===== src/rtl/conv_pkg.sv =====
// Shared constants and types for the convolution front-end stream stages.
package conv_pkg;

  localparam int unsigned DATA_W   = 20;
  localparam int unsigned NUM_FILT = 32;
  localparam int unsigned KER_LEN  = 27;

  typedef enum logic [1:0] {
    IDLE,
    KER,
    BIAS,
    DRAIN
  } state_t;

  typedef struct packed {
    logic              is_bias;
    logic              last;
    logic [DATA_W-1:0] data;
  } fifo_entry_t;

endpackage


===== src/rtl/sync_fifo.sv =====
// Single-clock FIFO with registered occupancy count; push and pop may occur
// in the same cycle (a push into a full FIFO is accepted only alongside a pop).
module sync_fifo #(
  parameter int unsigned WIDTH = 8,
  parameter int unsigned DEPTH = 4
) (
  input  logic                       clk,
  input  logic                       rst_n,
  input  logic                       push,
  input  logic [WIDTH-1:0]           wdata,
  input  logic                       pop,
  output logic [WIDTH-1:0]           rdata,
  output logic                       empty,
  output logic                       full,
  output logic [$clog2(DEPTH+1)-1:0] count
);

  localparam int unsigned AW = (DEPTH > 1) ? $clog2(DEPTH) : 1;
  localparam int unsigned CW = $clog2(DEPTH + 1);

  logic [WIDTH-1:0] mem [DEPTH];
  logic [AW-1:0]    wr_ptr;
  logic [AW-1:0]    rd_ptr;
  logic             do_push;
  logic             do_pop;

  assign empty   = (count == '0);
  assign full    = (count == CW'(DEPTH));
  assign do_pop  = pop & ~empty;
  assign do_push = push & (~full | do_pop);
  assign rdata   = mem[rd_ptr];

  // Storage, pointers and occupancy; storage is cleared so the head reads zero after reset.
  always_ff @(posedge clk or negedge rst_n) begin
    if (!rst_n) begin
      for (int unsigned i = 0; i < DEPTH; i++) mem[i] <= '0;
      wr_ptr <= '0;
      rd_ptr <= '0;
      count  <= '0;
    end else begin
      if (do_push) begin
        mem[wr_ptr] <= wdata;
        wr_ptr      <= (wr_ptr == AW'(DEPTH - 1)) ? '0 : wr_ptr + 1'b1;
      end
      if (do_pop) begin
        rd_ptr <= (rd_ptr == AW'(DEPTH - 1)) ? '0 : rd_ptr + 1'b1;
      end
      case ({do_push, do_pop})
        2'b10:   count <= count + 1'b1;
        2'b01:   count <= count - 1'b1;
        default: count <= count;
      endcase
    end
  end

endmodule


===== src/rtl/kernel_bias_loader.sv =====
// Fetches one filter's 27 kernel weights and its bias from the BRAM bank and
// streams them to the convolution engine through a credit-limited FIFO.
module kernel_bias_loader #(
  parameter int unsigned DATA_W      = conv_pkg::DATA_W,
  parameter int unsigned KER_ADDR_W  = 5,
  parameter int unsigned BIAS_ADDR_W = 5,
  parameter int unsigned NUM_FILT    = conv_pkg::NUM_FILT,
  parameter int unsigned KER_LEN     = conv_pkg::KER_LEN,
  parameter int unsigned FIFO_DEPTH  = 4
) (
  input  logic                         clk,
  input  logic                         rst_n,
  input  logic                         start,
  input  logic [$clog2(NUM_FILT)-1:0]  filt_idx,
  output logic                         busy,
  output logic                         done,
  output logic                         ram_enable,
  output logic [KER_ADDR_W-1:0]        ker_addr,
  input  logic [NUM_FILT*DATA_W-1:0]   ker_rdata,
  output logic [BIAS_ADDR_W-1:0]       bias_addr,
  input  logic [DATA_W-1:0]            bias_rdata,
  output logic [DATA_W-1:0]            m_data,
  output logic                         m_is_bias,
  output logic                         m_last,
  output logic                         m_valid,
  input  logic                         m_ready
);

  import conv_pkg::*;

  localparam int unsigned FILT_W = $clog2(NUM_FILT);
  localparam int unsigned CNT_W  = $clog2(FIFO_DEPTH + 1);
  localparam logic [KER_ADDR_W-1:0] LAST_KER = KER_ADDR_W'(KER_LEN - 1);

  state_t            state;
  state_t            state_next;
  logic [FILT_W-1:0] filt_q;
  logic              issue;
  logic              can_issue;
  logic              inflight;
  logic              rd_bias;
  logic [CNT_W-1:0]  fifo_count;
  logic              fifo_empty;
  logic              fifo_full;
  logic              pop;
  logic              last_accept;
  fifo_entry_t       push_entry;
  fifo_entry_t       head;

  // A read is only launched when every outstanding word still has a free slot.
  assign can_issue   = ((int'(fifo_count) + int'(inflight)) < (int'(FIFO_DEPTH) - 1)) & ~fifo_full;
  assign pop         = m_valid & m_ready;
  assign last_accept = pop & head.last;
  assign busy        = (state != IDLE);
  assign ram_enable  = issue;

  assign m_valid     = ~fifo_empty;
  assign m_data      = head.data;
  assign m_is_bias   = head.is_bias;
  assign m_last      = head.last;

  assign push_entry.is_bias = rd_bias;
  assign push_entry.last    = rd_bias;
  assign push_entry.data    = rd_bias ? bias_rdata : ker_rdata[filt_q*DATA_W +: DATA_W];

  // Next-state and read-issue decode.
  always_comb begin
    state_next = state;
    issue      = 1'b0;
    case (state)
      IDLE: begin
        if (start) state_next = KER;
      end
      KER: begin
        if (can_issue) begin
          issue = 1'b1;
          if (ker_addr == LAST_KER) state_next = BIAS;
        end
      end
      BIAS: begin
        if (can_issue) begin
          issue      = 1'b1;
          state_next = DRAIN;
        end
      end
      DRAIN: begin
        if (last_accept) state_next = IDLE;
      end
      default: state_next = IDLE;
    endcase
  end

  // State register, address generation, read pipeline tag and done pulse.
  always_ff @(posedge clk or negedge rst_n) begin
    if (!rst_n) begin
      state     <= IDLE;
      filt_q    <= '0;
      ker_addr  <= '0;
      bias_addr <= '0;
      inflight  <= 1'b0;
      rd_bias   <= 1'b0;
      done      <= 1'b0;
    end else begin
      state    <= state_next;
      inflight <= issue;
      rd_bias  <= issue & (state == BIAS);
      done     <= (state == DRAIN) & last_accept;
      if ((state == IDLE) && start) begin
        filt_q    <= filt_idx;
        bias_addr <= BIAS_ADDR_W'(filt_idx);
        ker_addr  <= '0;
      end else if ((state == KER) && issue && (ker_addr != LAST_KER)) begin
        ker_addr <= ker_addr + 1'b1;
      end
    end
  end

  sync_fifo #(
    .WIDTH ($bits(fifo_entry_t)),
    .DEPTH (FIFO_DEPTH)
  ) u_fifo (
    .clk   (clk),
    .rst_n (rst_n),
    .push  (inflight),
    .wdata (push_entry),
    .pop   (pop),
    .rdata (head),
    .empty (fifo_empty),
    .full  (fifo_full),
    .count (fifo_count)
  );

endmodule


===== config.mk =====
export PLATFORM = sky130hd
export DESIGN_NAME = kernel_bias_loader
export DESIGN_NICKNAME = d
export VERILOG_FILES = /design/src/rtl/conv_pkg.sv /design/src/rtl/sync_fifo.sv /design/src/rtl/kernel_bias_loader.sv
export SDC_FILE = /design/constraint.sdc
export NUM_CORES = 1
export LEC_CHECK = 0
export CAP_MARGIN = 30
export CORE_AREA = 2 2 275 277
export DETAILED_ROUTE_END_ITERATION = 8
export DIE_AREA = 0 0 277 279
export MAX_ROUTING_LAYER = met4
export PLACE_DENSITY_LB_ADDON = 0.25
export SYNTH_ARGS = -nofsm -noshare
export SYNTH_HDL_FRONTEND = slang
export SYNTH_HIERARCHICAL = 1
export SYNTH_SLANG_ARGS = --single-unit
export TNS_END_PERCENT = 20

===== constraint.sdc =====
create_clock -name clk -period 4.2 [get_ports clk]
set_input_delay 0.84 -clock clk [delete_from_list [all_inputs] [get_ports clk]]
set_output_delay 0.84 -clock clk [all_outputs]
set_load 0.01 [all_outputs]

==> results summary <==
The flow ran to the end, and the final reports show no timing, DRC or antenna violations. The sum of overflow across all layers after global routing is 0. The start of the worst register-to-register path is filt_q[0]. The total global routing track utilization came out at 17.77%. The number of clock buffers added by TritonCTS is 9. The clock insertion delay at the later pin of the skew report came out at 0.38 ns. The number of cells on the worst reg-to-reg path is 7. The synthesized area divided by synthesized cell count is 10.77 um^2. The x dimension of the die came out at 277 um. The clock-pin slew of the registers on the worst-case setup and hold paths came out at 0.09 ns. The worst voltage drop across the vdd grid is 0.2758 mV. The internal reg-to-reg setup slack is between 0.5 and 0.6 ns. The vias after detailed routing came out at ~11000. The total die area is 77280 um^2.

The endpoint kind of the worst setup timing path is a flip-flop. Compared with the post-synthesis result, the final layout area differs by 79.97%. The routing usage on met2 is 29.89%. The count of distinct cell types in the synthesized netlist is 41. Cells with a size suffix above 1 make up 13.36% of the layout. For this run, design rule violations remaining after detail routing come to 0.

The count of hold-fix buffers inserted at cts came out at 0. During synthesis, Yosys emitted a total of 6 warnings. The number of optimization iterations in the first detailed-route pass is 4. The highest attainable clock frequency came out at 273.6 MHz.

Walking the worst path, the cells encountered are buf_4, mux2i_1, a22o_1, a221oi_1, o22ai_1, o41ai_2, mux2_2. Counting the fill cells in the layout gives slightly below 8000. The slowest stage of the critical path is the sky130_fd_sc_hd__dfrtp_4 cell. Summed over all failing endpoints, the final setup total negative slack is 0 ns. The number of nets produced by synthesis is 1686.

Headroom to the max-slew limit came out at between 30% and 40%. The maximum fanout along the worst path came out at 38. The initial core utilization is 14.55%. The critical path class is flip-flop to flip-flop. The total of max-cap violations is 0.

The final max-slew violation count is 0. The total count of hold-check failures in the final report is 0. The terminus of the critical flop-to-flop path is u_fifo/mem[22]. Leaving out fill and tap cells, the most frequent cell in the layout is sky130_fd_sc_hd__clkdlybuf4s50_1. The iteration-0 DRC count of the detailed router is 557. The number of H-tree levels is 3. The slew at the pin closest to its max-slew limit came out at between 1 and 1.5 ns.

The peak-usage layer in the global routing report is met2. The row count is 100. The path class of the tightest hold or removal check is input pin to asynchronous set/reset pin. The initial antenna violation count is 25.

The delay contributed by the slowest stage of the critical path is 0.91 ns. In this design, the largest share of critical-path delay is due to compound AO/OA/AOI/OAI gates. In the layout the commonest cells are sky130_fd_sc_hd__clkdlybuf4s50_1, sky130_fd_sc_hd__mux2i_1, sky130_fd_sc_hd__dfrtp_1. The post-layout minimum cycle time came out at roughly 3.7 ns.

The sequential-to-total area share from yosys stat came out at 25.54%. For met1 alone, demand over resource in global routing was around 20%. After detailed routing, the total wire length is 69550 um. The final routed wire length divided by cell count came out at approximately 26 um. The netlist area before placement came out at 10780 um^2.

After layout, the design draws a total of roughly 11 mW. The final clock skew came out at 0.01417 ns. The number of gates resized after cts came out at 0. The number of global-route vias before repair came out at 12270. The cell at the root of the clock tree is sky130_fd_sc_hd__clkbuf_16. At the end of the flow, the number of nets in the layout was 2357. Together, buffers and inverters on the worst path number 1. The vertical die dimension came out at 279 um. The core area is 74070 um^2. The type of element launching the critical path is a flip-flop. STA puts the critical path data required time at 4.53 ns. The number of buffers inserted by post-CTS setup repair is 0. The clock net in this run drives a total of 110 sinks. The leakage power figure is 7.545 nW. The first global-routing pass estimated 94250 um of wire.

Global routing used about 5.3% of the available met3 tracks. The number of nets still failing antenna checks after routing is 0. The maximum clock insertion buffer count is 2. Setup repair after global routing left no endpoint under its margin. The number of ports placed on the die boundary came out at 705.

After synthesis the netlist holds a flip-flop and latch count of 110. The share of the clock period used by the worst path came out at around 87%. Data arrives at the worst endpoint at 3.98 ns.

After detailed routing, the number of vias per cell comes to 4.257. The gate count after technology mapping is 1001. Setup violations remaining at the end of the flow were counted as 0. The largest net degree at the start of global routing came out at 61. Dividing total power by cell area gives a power density of roughly 590 nW/um^2. TritonCTS built the clock tree. Once detailed placement completed, the half-perimeter wirelength came to about 58000 um. The number of port buffers is roughly 700. The global placement routability congestion is 0.8904.
-- cell families after synthesis --
group | count (synthesis) | synth area share (%)
mux | 442 | 44.74
flops | 110 | 25.54
compound gates | 252 | 18.70
fa+ha+maj | 16 | 1.927
simple gates | 68 | 3.157
xor+xnor | 3 | 0.2438
buf+inv | 110 | 5.699
-- where the power goes --
part           switching (mW)  internal, mW  total, mW
Clock                   0.453         0.426      0.879
Combinational            4.53          4.00       8.53
Sequential              0.474          1.52       1.99
-- stage by stage --
step	hold WS (ns)	util [%]	instances	cell area, um^2	setup slack, ns
5_1_grt	0.3084	26.19	2662	19400	0.4566
4_1_cts	0.2941	26.13	2646	19360	0.5114
2_1_floorplan	0.4751	-	1001	10780	1.661
6_report	0.3102	26.19	2663	19400	0.5445
3_5_place_dp	0.4916	25.75	2630	19070	0.5236
3_3_place_gp	0.4839	25.65	2627	19000	0.5212
-- final cells by class --
type,instances,area [um^2],share of cell area [%]
timing repair buffer,758,7585,39.10
multi-input combinational,781,7470,38.51
sequential,110,2759,14.22
tap,969,1212,6.250
clock buffer,11,242.7,1.251
inverter,12,45.04,0.2322
clock inverter,5,42.54,0.2193
antenna,17,42.54,0.2193
-- state kept, by name, summed over array words and instances (netlist names) --
register and cells:
state 2, u_fifo/mem 88, done 1, filt_q 5, u_fifo/count 3, ker_addr 5, u_fifo/wr_ptr 2, u_fifo/rd_ptr 2
rd_bias 1, inflight 1
-- worst max-delay path by stage --
stage	start	to	slack [ns]	cells after the start
CTS	filt_q[0]	u_fifo/mem[22]	0.51	7
floorplan	m_ready	u_fifo/count[2]	1.66	9
global route	filt_q[0]	u_fifo/mem[0]	0.46	7
global placement	filt_q[0]	u_fifo/mem[22]	0.52	7
finish	filt_q[0]	u_fifo/mem[22]	0.54	7
detailed placement	filt_q[0]	u_fifo/mem[22]	0.52	7
-- per-layer routing --
layer,wire (um),vias up,part of all wire [%]
met5,0,-,0
met4,1405,0,2.0
met3,4768,56,6.9
met2,34910,447,50
met1,28460,5506,41
li1,-,5328,-
-- synthesized netlist by cell type (all sizes together) --
cell    count  area share [%]
a21boi      1           0.070
a21o        1           0.070
a21oi      46             2.1
a221oi     40             3.3
a22o       40             3.3
a22oi      80             5.6
and2        4            0.23
and3        3            0.17
buf        52             3.6
clkbuf     46             1.6
dfrtp     110              26
fa          1            0.19
ha         15             1.7
inv        12            0.42
mux2       98              10
mux2i     322              30
mux4       22             4.6
nand2      31             1.1
nand2b      5            0.29
nand3       1           0.046
nand4b      1           0.081
nor2       12            0.42
nor2b       3            0.17
nor3        1           0.046
nor4b       1            0.22
o21ai       2           0.093
o221ai      1           0.081
o22ai      20             1.2
o31ai       1           0.070
o41ai      20             2.9
or2         2            0.12
or3         2            0.12
or4         1           0.070
or4b        1           0.093
xnor2       1           0.081
xor2        2            0.16
(Power assumes the default switching activity.)
